### src/rtl/multicyc_arith_unit.sv
// Multi-cycle HI/LO arithmetic unit: MIPS-style multiply, multiply-accumulate,
// radix-2 restoring divide and zero-latency MTHI/MTLO passthrough.
module multicyc_arith_unit #(
  parameter int MUL_LATENCY = 3
) (
  input  logic        clk,
  input  logic        rst,
  input  logic        flush,
  input  logic        req,
  input  logic [3:0]  op,
  input  logic [31:0] reg1,
  input  logic [31:0] reg2,
  input  logic [63:0] hilo_i,
  output logic        stall,
  output logic [63:0] multicyc_hilo,
  output logic [31:0] multicyc_reg
);

  localparam logic [3:0] OP_MULT  = 4'd1;
  localparam logic [3:0] OP_MULTU = 4'd2;
  localparam logic [3:0] OP_MADD  = 4'd3;
  localparam logic [3:0] OP_MADDU = 4'd4;
  localparam logic [3:0] OP_MSUB  = 4'd5;
  localparam logic [3:0] OP_MSUBU = 4'd6;
  localparam logic [3:0] OP_MUL   = 4'd7;
  localparam logic [3:0] OP_DIV   = 4'd8;
  localparam logic [3:0] OP_DIVU  = 4'd9;
  localparam logic [3:0] OP_MTHI  = 4'd10;
  localparam logic [3:0] OP_MTLO  = 4'd11;

  localparam logic [3:0] MUL_LAST = 4'(MUL_LATENCY - 1);
  localparam logic [5:0] DIV_LAST = 6'd33;

  typedef enum logic [1:0] {IDLE, MUL_BUSY, DIV_BUSY, DONE} state_t;

  state_t      state_reg, state_next;
  logic [3:0]  op_reg;
  logic [31:0] a_reg, b_reg;
  logic [63:0] hilo_reg;
  logic [31:0] rem_reg, quo_reg, dvs_reg;
  logic [63:0] res_hilo_reg;
  logic [31:0] res_gpr_reg;
  logic [3:0]  mul_cnt_reg;
  logic [5:0]  div_cnt_reg;

  logic is_mul_op, is_div_op, start;
  assign is_mul_op = (op >= OP_MULT) && (op <= OP_MUL);
  assign is_div_op = (op == OP_DIV) || (op == OP_DIVU);
  assign start     = req && !flush && (is_mul_op || is_div_op);

  // Multiply on 64-bit extended operands: the low 64 bits are exact for both signednesses
  logic        mul_signed;
  logic [63:0] prod, mul_hilo;
  assign mul_signed = (op_reg == OP_MULT) || (op_reg == OP_MADD) ||
                      (op_reg == OP_MSUB) || (op_reg == OP_MUL);
  assign prod = {{32{mul_signed & a_reg[31]}}, a_reg} *
                {{32{mul_signed & b_reg[31]}}, b_reg};

  always_comb begin
    mul_hilo = hilo_reg;
    case (op_reg)
      OP_MULT, OP_MULTU: mul_hilo = prod;
      OP_MADD, OP_MADDU: mul_hilo = hilo_reg + prod;
      OP_MSUB, OP_MSUBU: mul_hilo = hilo_reg - prod;
      default:           mul_hilo = hilo_reg;
    endcase
  end

  // Restoring divide step on magnitudes; remainder stays below the divisor
  logic        div_signed, quo_neg, rem_neg, div_ge;
  logic [31:0] mag_a, mag_b, rem_step, q_fix, r_fix;
  logic [32:0] shifted;
  logic [63:0] div_hilo;
  assign div_signed = (op_reg == OP_DIV);
  assign quo_neg    = div_signed & (a_reg[31] ^ b_reg[31]);
  assign rem_neg    = div_signed & a_reg[31];
  assign mag_a      = (div_signed && a_reg[31]) ? -a_reg : a_reg;
  assign mag_b      = (div_signed && b_reg[31]) ? -b_reg : b_reg;
  assign shifted    = {rem_reg, quo_reg[31]};
  assign div_ge     = shifted >= {1'b0, dvs_reg};
  assign rem_step   = div_ge ? (shifted[31:0] - dvs_reg) : shifted[31:0];
  assign q_fix      = quo_neg ? -quo_reg : quo_reg;
  assign r_fix      = rem_neg ? -rem_reg : rem_reg;
  assign div_hilo   = (b_reg == 32'd0) ? {a_reg, 32'hFFFF_FFFF} : {r_fix, q_fix};

  always_ff @(posedge clk) begin
    if (rst) state_reg <= IDLE;
    else     state_reg <= state_next;
  end

  always_comb begin
    state_next = state_reg;
    if (flush) begin
      state_next = IDLE;
    end else begin
      case (state_reg)
        IDLE:     if (start) state_next = is_div_op ? DIV_BUSY : MUL_BUSY;
        MUL_BUSY: if (mul_cnt_reg == MUL_LAST) state_next = DONE;
        DIV_BUSY: if (div_cnt_reg == DIV_LAST) state_next = DONE;
        DONE:     state_next = IDLE;
        default:  state_next = IDLE;
      endcase
    end
  end

  always_ff @(posedge clk) begin
    if (rst) begin
      op_reg       <= '0;
      a_reg        <= '0;
      b_reg        <= '0;
      hilo_reg     <= '0;
      rem_reg      <= '0;
      quo_reg      <= '0;
      dvs_reg      <= '0;
      res_hilo_reg <= '0;
      res_gpr_reg  <= '0;
      mul_cnt_reg  <= '0;
      div_cnt_reg  <= '0;
    end else begin
      mul_cnt_reg <= (state_reg == MUL_BUSY && state_next == MUL_BUSY) ? mul_cnt_reg + 4'd1 : 4'd0;
      div_cnt_reg <= (state_reg == DIV_BUSY && state_next == DIV_BUSY) ? div_cnt_reg + 6'd1 : 6'd0;
      if (state_reg == IDLE && start) begin
        op_reg   <= op;
        a_reg    <= reg1;
        b_reg    <= reg2;
        hilo_reg <= hilo_i;
      end
      if (state_reg == MUL_BUSY) begin
        res_hilo_reg <= mul_hilo;
        res_gpr_reg  <= (op_reg == OP_MUL) ? prod[31:0] : 32'd0;
      end
      // Counter 0: load magnitudes, 1..32: one quotient bit each, 33: sign fix
      if (state_reg == DIV_BUSY) begin
        if (div_cnt_reg == 6'd0) begin
          rem_reg <= '0;
          quo_reg <= mag_a;
          dvs_reg <= mag_b;
        end else if (div_cnt_reg != DIV_LAST) begin
          rem_reg <= rem_step;
          quo_reg <= {quo_reg[30:0], div_ge};
        end else begin
          res_hilo_reg <= div_hilo;
          res_gpr_reg  <= '0;
        end
      end
    end
  end

  always_comb begin
    stall         = 1'b0;
    multicyc_hilo = hilo_i;
    multicyc_reg  = '0;
    case (state_reg)
      IDLE: begin
        stall = start;
        if (req && !flush) begin
          if (op == OP_MTHI)      multicyc_hilo = {reg1, hilo_i[31:0]};
          else if (op == OP_MTLO) multicyc_hilo = {hilo_i[63:32], reg1};
        end
      end
      MUL_BUSY, DIV_BUSY: stall = !flush;
      DONE: begin
        if (!flush) begin
          multicyc_hilo = res_hilo_reg;
          multicyc_reg  = res_gpr_reg;
        end
      end
      default: stall = 1'b0;
    endcase
    if (rst) begin
      stall         = 1'b0;
      multicyc_hilo = hilo_i;
      multicyc_reg  = '0;
    end
  end

endmodule

### config.mk
export PLATFORM = sky130hd
export DESIGN_NAME = multicyc_arith_unit
export DESIGN_NICKNAME = d
export VERILOG_FILES = /design/src/rtl/multicyc_arith_unit.sv
export SDC_FILE = /design/constraint.sdc
export NUM_CORES = 2
export LEC_CHECK = 0
export ABC_AREA = 1
export BUFFER_PORTS_ARGS = -buffer_cell sky130_fd_sc_hd__buf_2
export CAP_MARGIN = 30
export CORE_MARGIN = 2
export CORE_UTILIZATION = 59
export DETAILED_ROUTE_END_ITERATION = 12
export GPL_TIMING_DRIVEN = 0
export PLACE_DENSITY = 0.8
export SLEW_MARGIN = 5
export SYNTH_ARGS = -nofsm -noshare
export SYNTH_HDL_FRONTEND = slang
export SYNTH_SLANG_ARGS = --single-unit
### constraint.sdc
create_clock -name clk -period 10.4 [get_ports clk]
set_clock_uncertainty 0.2 [all_clocks]
set_input_delay 1.56 -clock clk [delete_from_list [all_inputs] [get_ports clk]]
set_output_delay 1.56 -clock clk [all_outputs]
set_load 0.02 [all_outputs]
==> impl_results.html <==
<table>
<tr><th>Metric</th><th>Value</th></tr>
<tr><th colspan="2">Clocking</th></tr>
<tr><td>Num Clock Sinks</td><td>336</td></tr>
<tr><td>Post-CTS clock slew at the launch and capture registers of the worst setup and hold paths</td><td>roughly 70 ps</td></tr>
<tr><td>Cell at the root of the clock tree</td><td>sky130_fd_sc_hd__clkbuf_16</td></tr>
<tr><td>Number of buffers added by the clock tree synthesis step</td><td>37</td></tr>
<tr><td>CTS tree</td><td>yes</td></tr>
<tr><td># hold bufs at CTS</td><td>0</td></tr>
<tr><td>Insertion delay to the later sink of the worst-skew pair</td><td>610 ps</td></tr>
<tr><td>Max clock buf depth</td><td>3</td></tr>
<tr><td>H-Tree Depth</td><td>2</td></tr>
<tr><th colspan="2">Placed design</th></tr>
<tr><td>Instance area after placement</td><td>69300 sq um</td></tr>
<tr><td>Pre-CTS setup slack</td><td>-2430 ps</td></tr>
<tr><td>Input/output buffers</td><td>around 230</td></tr>
<tr><td>Global placement routability congestion</td><td>1.11</td></tr>
<tr><td>DP Wirelength</td><td>245000 um</td></tr>
<tr><th colspan="2">Timing</th></tr>
<tr><td>Sum of negative setup slack</td><td>-2420 ps</td></tr>
<tr><td>Worst path setup slack after routing</td><td>-348 ps</td></tr>
<tr><td>Transition time at the pin with the least slew margin</td><td>~1300 ps</td></tr>
<tr><td>Final Cycle Share</td><td>103%</td></tr>
<tr><td>Relative max-transition margin</td><td>13.8%</td></tr>
<tr><td>Top achievable clock speed</td><td>0.0930 GHz</td></tr>
<tr><td>Final Max Tran Viols</td><td>0</td></tr>
<tr><td>Hold Vio Cnt, Final</td><td>0</td></tr>
<tr><td>Clock period minus worst slack</td><td>about 11000 ps</td></tr>
<tr><td>Final worst hold slack</td><td>264 ps</td></tr>
<tr><td>Setup repair after global routing missed its margin</td><td>true</td></tr>
<tr><td>Setup Viol. Count Final</td><td>19</td></tr>
<tr><th colspan="2">Pwr</th></tr>
<tr><td>Leak pwr</td><td>36.6 nW</td></tr>
<tr><td>P per Cell Area</td><td>roughly 100 nW/um^2</td></tr>
<tr><td>Max IR drop VDD</td><td>149 uV</td></tr>
<tr><th colspan="2">Logic synthesis</th></tr>
<tr><td>Cell accounting for the most synthesized area</td><td>sky130_fd_sc_hd__fa_1</td></tr>
<tr><td>Post-synthesis instance area</td><td>65700 sq um</td></tr>
<tr><td>Synth Net Count</td><td>10729</td></tr>
<tr><td>Synth Flop Type</td><td>sky130_fd_sc_hd__dfxtp_1</td></tr>
<tr><td>Yosys synthesis warning count</td><td>0</td></tr>
<tr><td>Number of flip-flops and latches in the synthesized netlist</td><td>336</td></tr>
<tr><td>Largest cells by area after synthesis</td><td>sky130_fd_sc_hd__fa_1 (34%), sky130_fd_sc_hd__nand2_1 (13%), sky130_fd_sc_hd__inv_1 (12%)</td></tr>
<tr><td>Synth unique cells</td><td>67</td></tr>
<tr><td>Part of the Yosys area used for sequential elements</td><td>roughly a tenth</td></tr>
<tr><td>Number of flops mapped to enable cells by yosys</td><td>0</td></tr>
<tr><td>Count of mapped cells out of synthesis</td><td>9142</td></tr>
<tr><td>Mapped Avg Cell Area</td><td>7.19 sq um</td></tr>
<tr><td>Synth async-reset ratio</td><td>0%</td></tr>
<tr><td>Share of the synthesized area in the top cell type</td><td>34.3%</td></tr>
<tr><th colspan="2">Finish</th></tr>
<tr><td>Area taken by multi-input logic gates</td><td>52900 sq um</td></tr>
<tr><td>Share of cells above drive strength 1</td><td>16.3%</td></tr>
<tr><td>Number of fill cells</td><td>9105</td></tr>
<tr><td>Post-layout nets</td><td>about 11000</td></tr>
<tr><td>Combined flip-flop and latch cell area</td><td>6880 sq um</td></tr>
<tr><td>Area grow syn2layout</td><td>17.1%</td></tr>
<tr><td>Cell area after layout</td><td>~77000 sq um</td></tr>
<tr><th colspan="2">Run</th></tr>
<tr><td>Count of maximum capacitance violations</td><td>0</td></tr>
<tr><th colspan="2">Route</th></tr>
<tr><td>Detailed-router iteration count before antenna repair</td><td>9</td></tr>
<tr><td>Violation count after the first detailed-routing iteration</td><td>9258</td></tr>
<tr><td>Total wire length</td><td>302000 um</td></tr>
<tr><td>DRC viols</td><td>0</td></tr>
<tr><td>Routed wire length per instance</td><td>between 20 and 30 um</td></tr>
<tr><td>Count of antenna-violating nets left after detailed routing</td><td>0</td></tr>
<tr><td>Count of vias placed by the detailed router</td><td>68292</td></tr>
<tr><td>Via density per instance</td><td>approximately 6</td></tr>
<tr><th colspan="2">Setup path</th></tr>
<tr><td>Peak per-stage delay on the critical path</td><td>730 ps</td></tr>
<tr><td>Register-to-register setup slack</td><td>-350 ps</td></tr>
<tr><td>Data arrival time at the worst-slack endpoint</td><td>11080 ps</td></tr>
<tr><td>Worst Setup Start Kind</td><td>register</td></tr>
<tr><td>Cell occurring most often along the worst timing path</td><td>sky130_fd_sc_hd__fa_1</td></tr>
<tr><td>Worst path bufs/invs</td><td>7</td></tr>
<tr><td>Startpoint-to-endpoint class of the critical path</td><td>reg2reg</td></tr>
<tr><td>Max stage delay cell, worst path</td><td>sky130_fd_sc_hd__fa_1</td></tr>
<tr><td>Family of cells with the greatest summed delay on the critical path</td><td>adder cells</td></tr>
<tr><td>Critical Path Fanout Max</td><td>10</td></tr>
<tr><td>Required time at the endpoint of the critical path</td><td>10730 ps</td></tr>
<tr><td>Sort of element at the end of the critical path</td><td>register</td></tr>
<tr><th colspan="2">Floorplan</th></tr>
<tr><td>Placeable core region</td><td>111000 sq um</td></tr>
<tr><td>Number of placed I/O pins</td><td>around 230</td></tr>
<tr><td>Chip Width</td><td>338 um</td></tr>
<tr><td>Std cell rows</td><td>approximately 120</td></tr>
<tr><td>Starting density of the core</td><td>~60%</td></tr>
<tr><td>Vertical die dimension</td><td>338 um</td></tr>
<tr><td>Area of the die</td><td>~110000 sq um</td></tr>
<tr><th colspan="2">Global routing</th></tr>
<tr><td>GRT Overall Usage</td><td>51.8%</td></tr>
<tr><td>Wire length of the first global-routing pass</td><td>425000 um</td></tr>
<tr><td>Residual overflow from global routing</td><td>0</td></tr>
<tr><td>Largest net degree at the start of global routing</td><td>25</td></tr>
<tr><td>Antenna violations before repair</td><td>21</td></tr>
<tr><td>Via count of the first global-routing pass</td><td>roughly 66000</td></tr>
<tr><th colspan="2">Worst hold path</th></tr>
<tr><td>Type of the tightest min-delay check</td><td>reg2reg</td></tr>
<tr><th colspan="2">Outcome</th></tr>
<tr><td>Violations in the final reports</td><td>negative setup slack</td></tr>
<tr><td>Status</td><td>finished with violations</td></tr>
</table>
routing by layer:
metal / share of wire, % / GRT usage, %
met2: 40 / 72.0
met3: 17 / 23.2
met1: 35 / 64.9
met4: 8.5 / 33.3
met5: 0.18 / 3.74
logic make-up (layout without fill, tap and decap cells):
logic type      after synthesis  after routing  share of synthesized area, %
simple gates               3251           3251                          20.2
xor+xnor                    218            218                          2.98
compound gates             1354           1354                          11.6
other cells                   0             19                             0
fa+ha+maj                  1451           1451                          40.5
buf+inv                    2532           3032                          14.5
flops                       336            336                          10.2
layout make-up:
type,count,area share (%)
Multi-Input combinational cell,6274,68.7
Inverter,2065,10.1
Sequential cell,336,8.94
Timing Repair Buffer,492,4.64
Buffer,409,3.52
Tap cell,1488,2.42
Clock buffer,51,1.39
Clock inverter,15,0.226
Antenna cell,19,0.0617
worst min-delay path, delay by kind of cell, from the launching register on:
kind             cells  cell delay [ps]
flip-flops           1              310
AO/OA/AOI/OAI        1               50
AND/OR/NAND/NOR      1               60
synth_stat cells (all sizes together), types with 6 or more instances:
| master | n |
|---|---|
| a211oi | 12 |
| a21boi | 11 |
| a21o | 9 |
| a21oi | 532 |
| a221oi | 30 |
| a22oi | 38 |
| a31oi | 52 |
| buf | 94 |
| clkbuf | 373 |
| dfxtp | 336 |
| fa | 1127 |
| ha | 324 |
| inv | 2063 |
| nand2 | 2224 |
| nand3 | 216 |
| nand3b | 10 |
| nand4 | 51 |
| nor2 | 603 |
| nor3 | 82 |
| nor4 | 20 |
| o211ai | 92 |
| o21a | 8 |
| o21ai | 512 |
| o21bai | 10 |
| o221ai | 24 |
| o22ai | 6 |
| o31ai | 6 |
| or2 | 36 |
| xnor2 | 55 |
| xor2 | 162 |
stage by stage:
step	std cells	util [%]	total power, W
2_1_floorplan	9142	-	0.00374
3_3_place_gp	10862	62.1	0.00506
3_5_place_dp	10896	62.6	0.00512
4_1_cts	11019	67.0	0.00701
5_1_grt	11133	69.6	0.00798
6_report	11149	69.6	0.00774
path summary, 6_finish.rpt:
check | start | to | depth (start not counted)
hold / removal | res_gpr_reg[10] | res_gpr_reg[10] | 2
setup reg to reg | b_reg[22] | res_hilo_reg[63] | 46
setup / recovery | b_reg[22] | res_hilo_reg[63] | 46
hold reg to reg | res_gpr_reg[10] | res_gpr_reg[10] | 2
timing repair:
action | CTS | global route
pin swaps | 138 | 188
cloned | 1 | 1
endpoints found under the setup margin | 48 | 45
buffers inserted | 107 | 114
resized for setup | 960 | 562
cells in the final DEF (no fill, tap or decap), types with 54 or more instances in the layout:
| cell | count |
|---|---|
| sky130_fd_sc_hd__nand2_1 | 2095 |
| sky130_fd_sc_hd__inv_1 | 1982 |
| sky130_fd_sc_hd__fa_1 | 1081 |
| sky130_fd_sc_hd__nor2_1 | 475 |
| sky130_fd_sc_hd__a21oi_1 | 461 |
| sky130_fd_sc_hd__o21ai_0 | 441 |
| sky130_fd_sc_hd__dfxtp_1 | 283 |
| sky130_fd_sc_hd__ha_1 | 260 |
| sky130_fd_sc_hd__buf_2 | 248 |
| sky130_fd_sc_hd__buf_4 | 240 |
| sky130_fd_sc_hd__clkbuf_1 | 189 |
| sky130_fd_sc_hd__nand3_1 | 174 |
| sky130_fd_sc_hd__xor2_1 | 132 |
| sky130_fd_sc_hd__o211ai_1 | 92 |
| sky130_fd_sc_hd__nand2_2 | 89 |
| sky130_fd_sc_hd__inv_2 | 68 |
| sky130_fd_sc_hd__nor2_4 | 66 |
| sky130_fd_sc_hd__nor2_2 | 62 |
| sky130_fd_sc_hd__a21oi_2 | 61 |
| sky130_fd_sc_hd__xnor2_1 | 54 |
| sky130_fd_sc_hd__ha_4 | 54 |
power breakdown:
group | total, W | switching [W] | internal [W]
logic | 0.00487 | 0.00323 | 0.00163
clock network | 0.00143 | 0.000647 | 0.000780
registers | 0.00144 | 0.000108 | 0.00134
Power figures use the tool's default switching activity.
